`src/rtl/reg_pipe_vr.sv`:
```
`default_nettype none
// ============================================================================
// Module      : reg_pipe_vr
// Description : Valid/ready register pipeline of STAGES stages with bubble
//               collapsing, synchronous flush and occupancy count.
// Revision    : 1.0 - initial release
// ============================================================================
module reg_pipe_vr #(
  parameter int                    DATA_WIDTH = 32,
  parameter int                    STAGES     = 2,
  parameter logic [DATA_WIDTH-1:0] RST_VALUE  = '0
) (
  input  logic                          i_clk,
  input  logic                          i_rst,
  input  logic                          i_flush,
  input  logic                          i_valid,
  output logic                          o_ready,
  input  logic [DATA_WIDTH-1:0]         i_data,
  output logic                          o_valid,
  input  logic                          i_ready,
  output logic [DATA_WIDTH-1:0]         o_data,
  output logic [$clog2(STAGES+1)-1:0]   o_cnt
);

  localparam int CNT_W = $clog2(STAGES + 1);

  if (STAGES < 1 || STAGES > 16) begin : g_bad_stages
    $fatal(1, "reg_pipe_vr: STAGES must be in 1..16");
  end

  if (DATA_WIDTH < 1 || DATA_WIDTH > 1024) begin : g_bad_width
    $fatal(1, "reg_pipe_vr: DATA_WIDTH must be in 1..1024");
  end

  logic [STAGES-1:0]     v;
  logic [STAGES-1:0]     can_load;
  logic [STAGES-1:0]     drain;
  logic [STAGES-1:0]     in_v;
  logic [DATA_WIDTH-1:0] d    [STAGES];
  logic [DATA_WIDTH-1:0] in_d [STAGES];
  logic                  accept;

  // Ready ripples from the output stage back to stage 0 (i_ready -> o_ready).
  always_comb begin
    drain             = '0;
    can_load          = '0;
    drain[STAGES-1]   = i_ready;
    for (int k = STAGES - 1; k >= 0; k--) begin
      can_load[k] = !v[k] || drain[k];
      if (k > 0) drain[k-1] = can_load[k];
    end
  end

  assign o_ready = can_load[0] && !i_flush && !i_rst;
  assign accept  = i_valid && o_ready;

  assign in_v[0] = accept;
  assign in_d[0] = i_data;

  for (genvar k = 1; k < STAGES; k++) begin : g_link
    assign in_v[k] = v[k-1];
    assign in_d[k] = d[k-1];
  end

  // Data only moves with a valid token, so bubbles never overwrite payload.
  always_ff @(posedge i_clk) begin
    if (i_rst) begin
      v <= '0;
      for (int k = 0; k < STAGES; k++) d[k] <= RST_VALUE;
    end else if (i_flush) begin
      v <= '0;
    end else begin
      for (int k = 0; k < STAGES; k++) begin
        if (can_load[k]) begin
          v[k] <= in_v[k];
          if (in_v[k]) d[k] <= in_d[k];
        end
      end
    end
  end

  assign o_valid = v[STAGES-1];
  assign o_data  = d[STAGES-1];

  always_comb begin
    o_cnt = '0;
    for (int k = 0; k < STAGES; k++) o_cnt = o_cnt + CNT_W'(v[k]);
  end

`ifndef RTL_SYN
  always_ff @(posedge i_clk) begin
    if (accept) begin
      assert (!$isunknown(i_data))
        else $fatal(1, "reg_pipe_vr: i_data has X/Z on an accepted transfer");
    end
  end
`endif

endmodule
`default_nettype wire

```
`config.mk`:
```
export PLATFORM = sky130hd
export DESIGN_NAME = reg_pipe_vr
export DESIGN_NICKNAME = d
export VERILOG_FILES = /design/src/rtl/reg_pipe_vr.sv
export SDC_FILE = /design/constraint.sdc
export NUM_CORES = 1
export LEC_CHECK = 0
export CAP_MARGIN = 25
export CELL_PAD_IN_SITES_DETAIL_PLACEMENT = 0
export CELL_PAD_IN_SITES_GLOBAL_PLACEMENT = 1
export CORE_ASPECT_RATIO = 2
export CORE_UTILIZATION = 37
export CTS_CLUSTER_DIAMETER = 40
export DETAILED_ROUTE_END_ITERATION = 8
export PLACE_DENSITY_LB_ADDON = 0.1
export SLEW_MARGIN = 20
export SYNTH_ARGS = -nofsm -noshare
export SYNTH_HDL_FRONTEND = slang
export SYNTH_SLANG_ARGS = --single-unit
export TNS_END_PERCENT = 30
```
`constraint.sdc`:
```
create_clock -name i_clk -period 3.35 [get_ports i_clk]
set_input_delay 0.8375 -clock i_clk [delete_from_list [all_inputs] [get_ports i_clk]]
set_output_delay 0.8375 -clock i_clk [all_outputs]
set_load 0.02 [all_outputs]
```
**Word-level counts from Yosys, hierarchy flattened**

Memory sizes are Yosys's and may differ from the RTL's.
Index checks and enable logic that the tools add are counted.

- Input port bits: 37
- Memories: 1
- Logic and storage cells: 30
- Register bits after elaboration: 2
- Output and inout bits: 36
- Memory bits (writable): 64

Memories:

| memory | words | width | read ports | clocked after memory_dff | wr ports | RTL line | source |
|---|---|---|---|---|---|---|---|
| d | 2 | 32 | 2 | 0 | 2 | 39 | `logic [DATA_WIDTH-1:0] d [STAGES];` |

- Muxes and demuxes: 14
- Bitwise operators: 2
- Reductions and logical operators: 10
- Add/sub/neg operators: 1

Operator list:

| operator | number |
|---|---|
| $mux 32 | 2 |
| $mux 1 | 12 |
| $logic_not 1->1 | 4 |
| $logic_and 1x1->1 | 3 |
| $add 1x1->2 | 1 |
| $logic_or 1x1->1 | 2 |
| $or 1x1->1 | 2 |
| $reduce_or 2->1 | 1 |

**Logic depth before layout (Yosys ltp)**

- Depth after elaboration: 12
- Gate-level depth with buffers: 5
- Gate-level depth less buffers: 2

**Least setup slack after synthesis**

OpenSTA, ideal clock, no wires.

- Kind: input -> register
- From: input port i_ready
- To: memory d[0][0], enable pin
- Path buffers: 3
- Required time: 2.922 ns
- Cell stages on the path: 5
- Setup time: 0.428 ns
- Arrival time: 2.933 ns
- Path slack: -0.011 ns
- Cells stage by stage: and3b_1 > clkbuf_1 > buf_6 > buf_6 > o21bai_1

RTL lines:

| item | RTL line | source |
|---|---|---|
| from (decl) | 20 | `input logic i_ready,` |
| to (decl) | 39 |  |

**Worst setup path after layout**

- From: input port i_ready
- To: output port o_ready

- Longest elaborated chain between the ends: 4

Ends and longest elaborated chain:

| item | RTL line | source |
|---|---|---|
| $logic_or 1x1->1 (2 in a row) | 49 | `can_load[k] = !v[k] \|\| drain[k];` |
| $logic_and 1x1->1 (2 in a row) | 54 | `assign o_ready = can_load[0] && !i_flush && !i_rst;` |
| to (decl) | 17 | `output logic o_ready,` |

No other way between the ends.

==> results by stage <==
Outcome:
- The run finished with clean final reports.

Worst setup path:
- The destination of the worst register-to-register timing path is d[0][52].
- The length in cells of the worst reg-to-reg path is 3.
- Counting buffers and inverters, the worst setup path is 4 cells deep.
- The kind of end point of the critical path is an output pin.
- The biggest cell delay along the critical path is 640 ps.
- The critical path goes through clkdlybuf4s50_1 > and3b_2 > nor2_1 > clkdlybuf4s50_1.
- In this run the worst setup path begins at i_ready.
- At the worst endpoint, the required time is 2510 ps.
- The flop-to-flop setup slack is 1450 ps.
- The largest driver fanout on the critical path is 3.
- The worst setup path is launched from an input port.
- Among all stages on the critical path, the largest delay is contributed by sky130_fd_sc_hd__clkdlybuf4s50_1.
- The type of the setup path with the least slack is in -> out.
- The count of buffering cells on the critical path with inverters included is 2.
- The capturing instance or port of the critical path is o_ready.
- The critical path arrival is 2340 ps.
- The worst register-to-register path begins at v[0].
- The library cell appearing most often on the critical path is sky130_fd_sc_hd__clkdlybuf4s50_1.
- Among cell families on the critical path, the largest total delay comes from buffers and inverters.

Logic synthesis:
- In the synthesized netlist, the cells that appear most often are sky130_fd_sc_hd__edfxtp_1 (64), sky130_fd_sc_hd__nor4b_1 (37), sky130_fd_sc_hd__buf_4 (32).
- Of the synthesized area, sequential elements account for 0.616.
- By instance count, the leading cell after synthesis is sky130_fd_sc_hd__edfxtp_1.
- The cell taking the most area after synthesis is sky130_fd_sc_hd__edfxtp_1.
- The gate count of the mapped netlist is 197.
- Synthesis produced a netlist with a net count of 235.
- Yosys mapped the design onto 19 distinct sky130hd cell types.
- The post-synthesis instance area is 3190 sq um.
- The share of synthesized area in the top cell type comes to 0.603.
- Counting flops and latches in the post-synthesis netlist gives 66.
- The post-synthesis average cell area is 16.2 sq um.
- The number of synthesized flops with an enable pin is 64.
- The fraction of registers with async set or reset after synthesis is 0.
- During synthesis, Yosys emitted a total of 0 warnings.
- The most used flip-flop cell after synthesis is sky130_fd_sc_hd__edfxtp_1.
- Yosys attributes the largest share of cell area to sky130_fd_sc_hd__edfxtp_1 (60%), sky130_fd_sc_hd__nor4b_2 (12%), sky130_fd_sc_hd__nor4b_1 (10%), sky130_fd_sc_hd__buf_4 (7.5%), sky130_fd_sc_hd__buf_6 (2.8%).

Timing:
- The accumulated negative setup slack is 0 ps.
- Setup slack on the critical path of the routed design comes to 169 ps.
- Setup violations remaining at the end of the flow were counted as 0.
- The final hold violation count was 0.
- The post-layout minimum cycle time is 3180 ps.
- Measured against its own limit, the worst slew margin works out to 0.416.
- Dividing the final minimum period by the clock period gives 0.949.
- Setup repair after global routing left no endpoint under its margin.
- The highest clock frequency the design can meet is 0.314 GHz.
- Clock skew on the completed layout was measured at 5.06 ps.
- At the pin with the least slew margin, the transition time is 876 ps.
- The max-slew violation count is 0.

Floorplanning:
- The floorplan step set the die height to 133 um.
- In this run the core area contains 47 standard-cell rows.
- In this run the count of I/O pins placed on the die edge is 73.
- The core region is 8290 sq um.
- Measured along the x axis, the die boundary spans 67.6 um.
- The effective utilization at floorplan is 0.384.
- The overall die area is 9010 sq um.

Placed design:
- The number of I/O port buffers is 72.
- The detailed placement HPWL is 3.65 mm.
- The routability congestion estimate is 0.771.
- The worst slack at placement is 166 ps.

Power and ir drop:
- Power spread over the standard cell area amounts to 515 nW/um^2.
- VDD sags by at most 0.298 mV.
- For this design the static power due to leakage is 1.29 nW.

Run:
- Max-cap violations in this run came to 0.

CTS:
- The root cell of the clock tree is sky130_fd_sc_hd__clkbuf_16.
- The number of clock sinks is 66.
- The number of gates resized after CTS was 0.
- The clock latency on the worst-skew pair is 320 ps.
- Clock-pin slew was measured on the worst setup and hold paths at 50 ps.
- The number of buffers added to fix hold violations after cts is 0.
- The clock tree from TritonCTS is yes.
- The H-tree was split into 3 levels.
- The number of setup buffers added after CTS is 0.
- The number of buffers on the longest clock path is 2.
- TritonCTS created 9 clock buffers.

Final layout:
- Measured on the finished design, the core utilization comes to 0.484.
- The number of antenna repair diodes is 0.
- The area growth from synthesis to layout is 25.9%.
- The layout cell share with drive strength beyond 1 is 0.211.
- The number of nets in the finished design is 270.
- The filler cells instantiated in the layout total 714.

Drt:
- The violation count after the first detailed-routing iteration is 106.
- For this block, the routed nets add up to 5.98 mm of wire.
- Detailed routing inserted a total of 1764 vias.
- The per-cell via count in the routed design is 5.27.
- The final routed wire length divided by cell count is 17.9 um.
- The total DRC errors in the routed layout is 0.
- The first-pass iteration count of the detailed router is 6.
- The post-route antenna net violation count is 0.

Hold path:
- In this run the worst hold path is classified as reg -> reg.
- In this run the most critical hold path is launched from v[0].

Global routing:
- After global routing the overflow that remains totals 0.
- In the global route stage, overall resource usage came out at 0.147.
- The first-pass GRT wire length is 9.59 mm.
- The pin count of the biggest net entering global routing is 67.
- The number of antenna violations at the first check in global routing is 0.
- The via count of the first global-routing pass is 1829.
-- per-stage QoR --
step | hold WS (ps) | area, sq um | power [mW] | cells
floorplan | 464 | 3190 | 1.12 | 197
global placement | 514 | 3730 | 1.20 | 319
detailed placement | 545 | 3730 | 1.21 | 319
CTS | 549 | 4010 | 2.09 | 335
global route | 570 | 4010 | 2.13 | 335
finish | 547 | 4010 | 2.06 | 335
-- cells in the final DEF (no fill, tap or decap) --
cell                              synthesis  final
sky130_fd_sc_hd__a31o_2                   1      1
sky130_fd_sc_hd__bufinv_16                0      1
sky130_fd_sc_hd__or2_4                    0      1
sky130_fd_sc_hd__buf_4                   32      4
sky130_fd_sc_hd__nor4b_1                 37     37
sky130_fd_sc_hd__nand2b_1                 2      2
sky130_fd_sc_hd__a21oi_1                  1      1
sky130_fd_sc_hd__nor2_4                   0      1
sky130_fd_sc_hd__o21ba_2                  1      1
sky130_fd_sc_hd__edfxtp_1                64     64
sky130_fd_sc_hd__dfxtp_1                  2      2
sky130_fd_sc_hd__clkinv_1                 0      2
sky130_fd_sc_hd__clkbuf_1                 8      3
sky130_fd_sc_hd__clkdlybuf4s50_1          0     72
sky130_fd_sc_hd__clkinv_2                 0      1
sky130_fd_sc_hd__ha_1                     1      1
sky130_fd_sc_hd__nor2_1                   2      1
sky130_fd_sc_hd__buf_12                   0      2
sky130_fd_sc_hd__nor4b_2                 25     25
sky130_fd_sc_hd__o21bai_4                 0      1
sky130_fd_sc_hd__nor4b_4                  2      2
sky130_fd_sc_hd__clkbuf_16                0      9
sky130_fd_sc_hd__and3b_2                  0      1
sky130_fd_sc_hd__inv_1                    2      2
-- logic make-up (layout without fill, tap and decap cells) --
| family | Yosys count | after routing | synth area share |
|---|---|---|---|
| simple gates | 70 | 70 | 0.245 |
| compound gates | 4 | 4 | 0.00982 |
| buf+inv | 56 | 96 | 0.125 |
| fa+ha+maj | 1 | 1 | 0.00393 |
| flops | 66 | 66 | 0.616 |
-- tightest hold or removal path, cell delays in order (launching register included) --
cell and delay [ps]:
sky130_fd_sc_hd__dfxtp_1 370, sky130_fd_sc_hd__inv_1 80, sky130_fd_sc_hd__a21oi_1 60
-- how the worst min path moves through the flow --
stage,end,slack [ps],depth (start not counted)
5_1_grt,v[1],570,2
3_3_place_gp,v[1],510,2
3_5_place_dp,v[1],550,2
2_1_floorplan,v[1],460,2
4_1_cts,v[1],550,2
6_report,v[1],550,2
-- sequential cells by signal, indices dropped and copies added (netlist names) --
register / cells
v: 2
d: 64
-- cell type report --
type	instances	area, sq um	share of cell area
sequential	66	1960	0.489
multi-input combinational	75	848	0.212
timing repair buffer	78	791	0.197
clock buffer	12	236	0.0590
tap	98	123	0.0306
clock inverter	4	42.5	0.0106
inverter	2	7.51	0.00187
-- routing by layer --
layer	up-vias	global-route usage	share of wire
met1	893	0.174	0.39
li1	811	-	-
met3	7	0.0342	0.050
met2	53	0.240	0.55
met4	0	0.0709	0.016
met5	-	0	0
-- report_power, final --
part / internal [mW] / switching, mW / leakage [nW]
registers: 0.960 / 0.0127 / 0.690
logic: 0.112 / 0.107 / 0.464
clock network: 0.569 / 0.304 / 0.136
(Power assumes the default switching activity.)
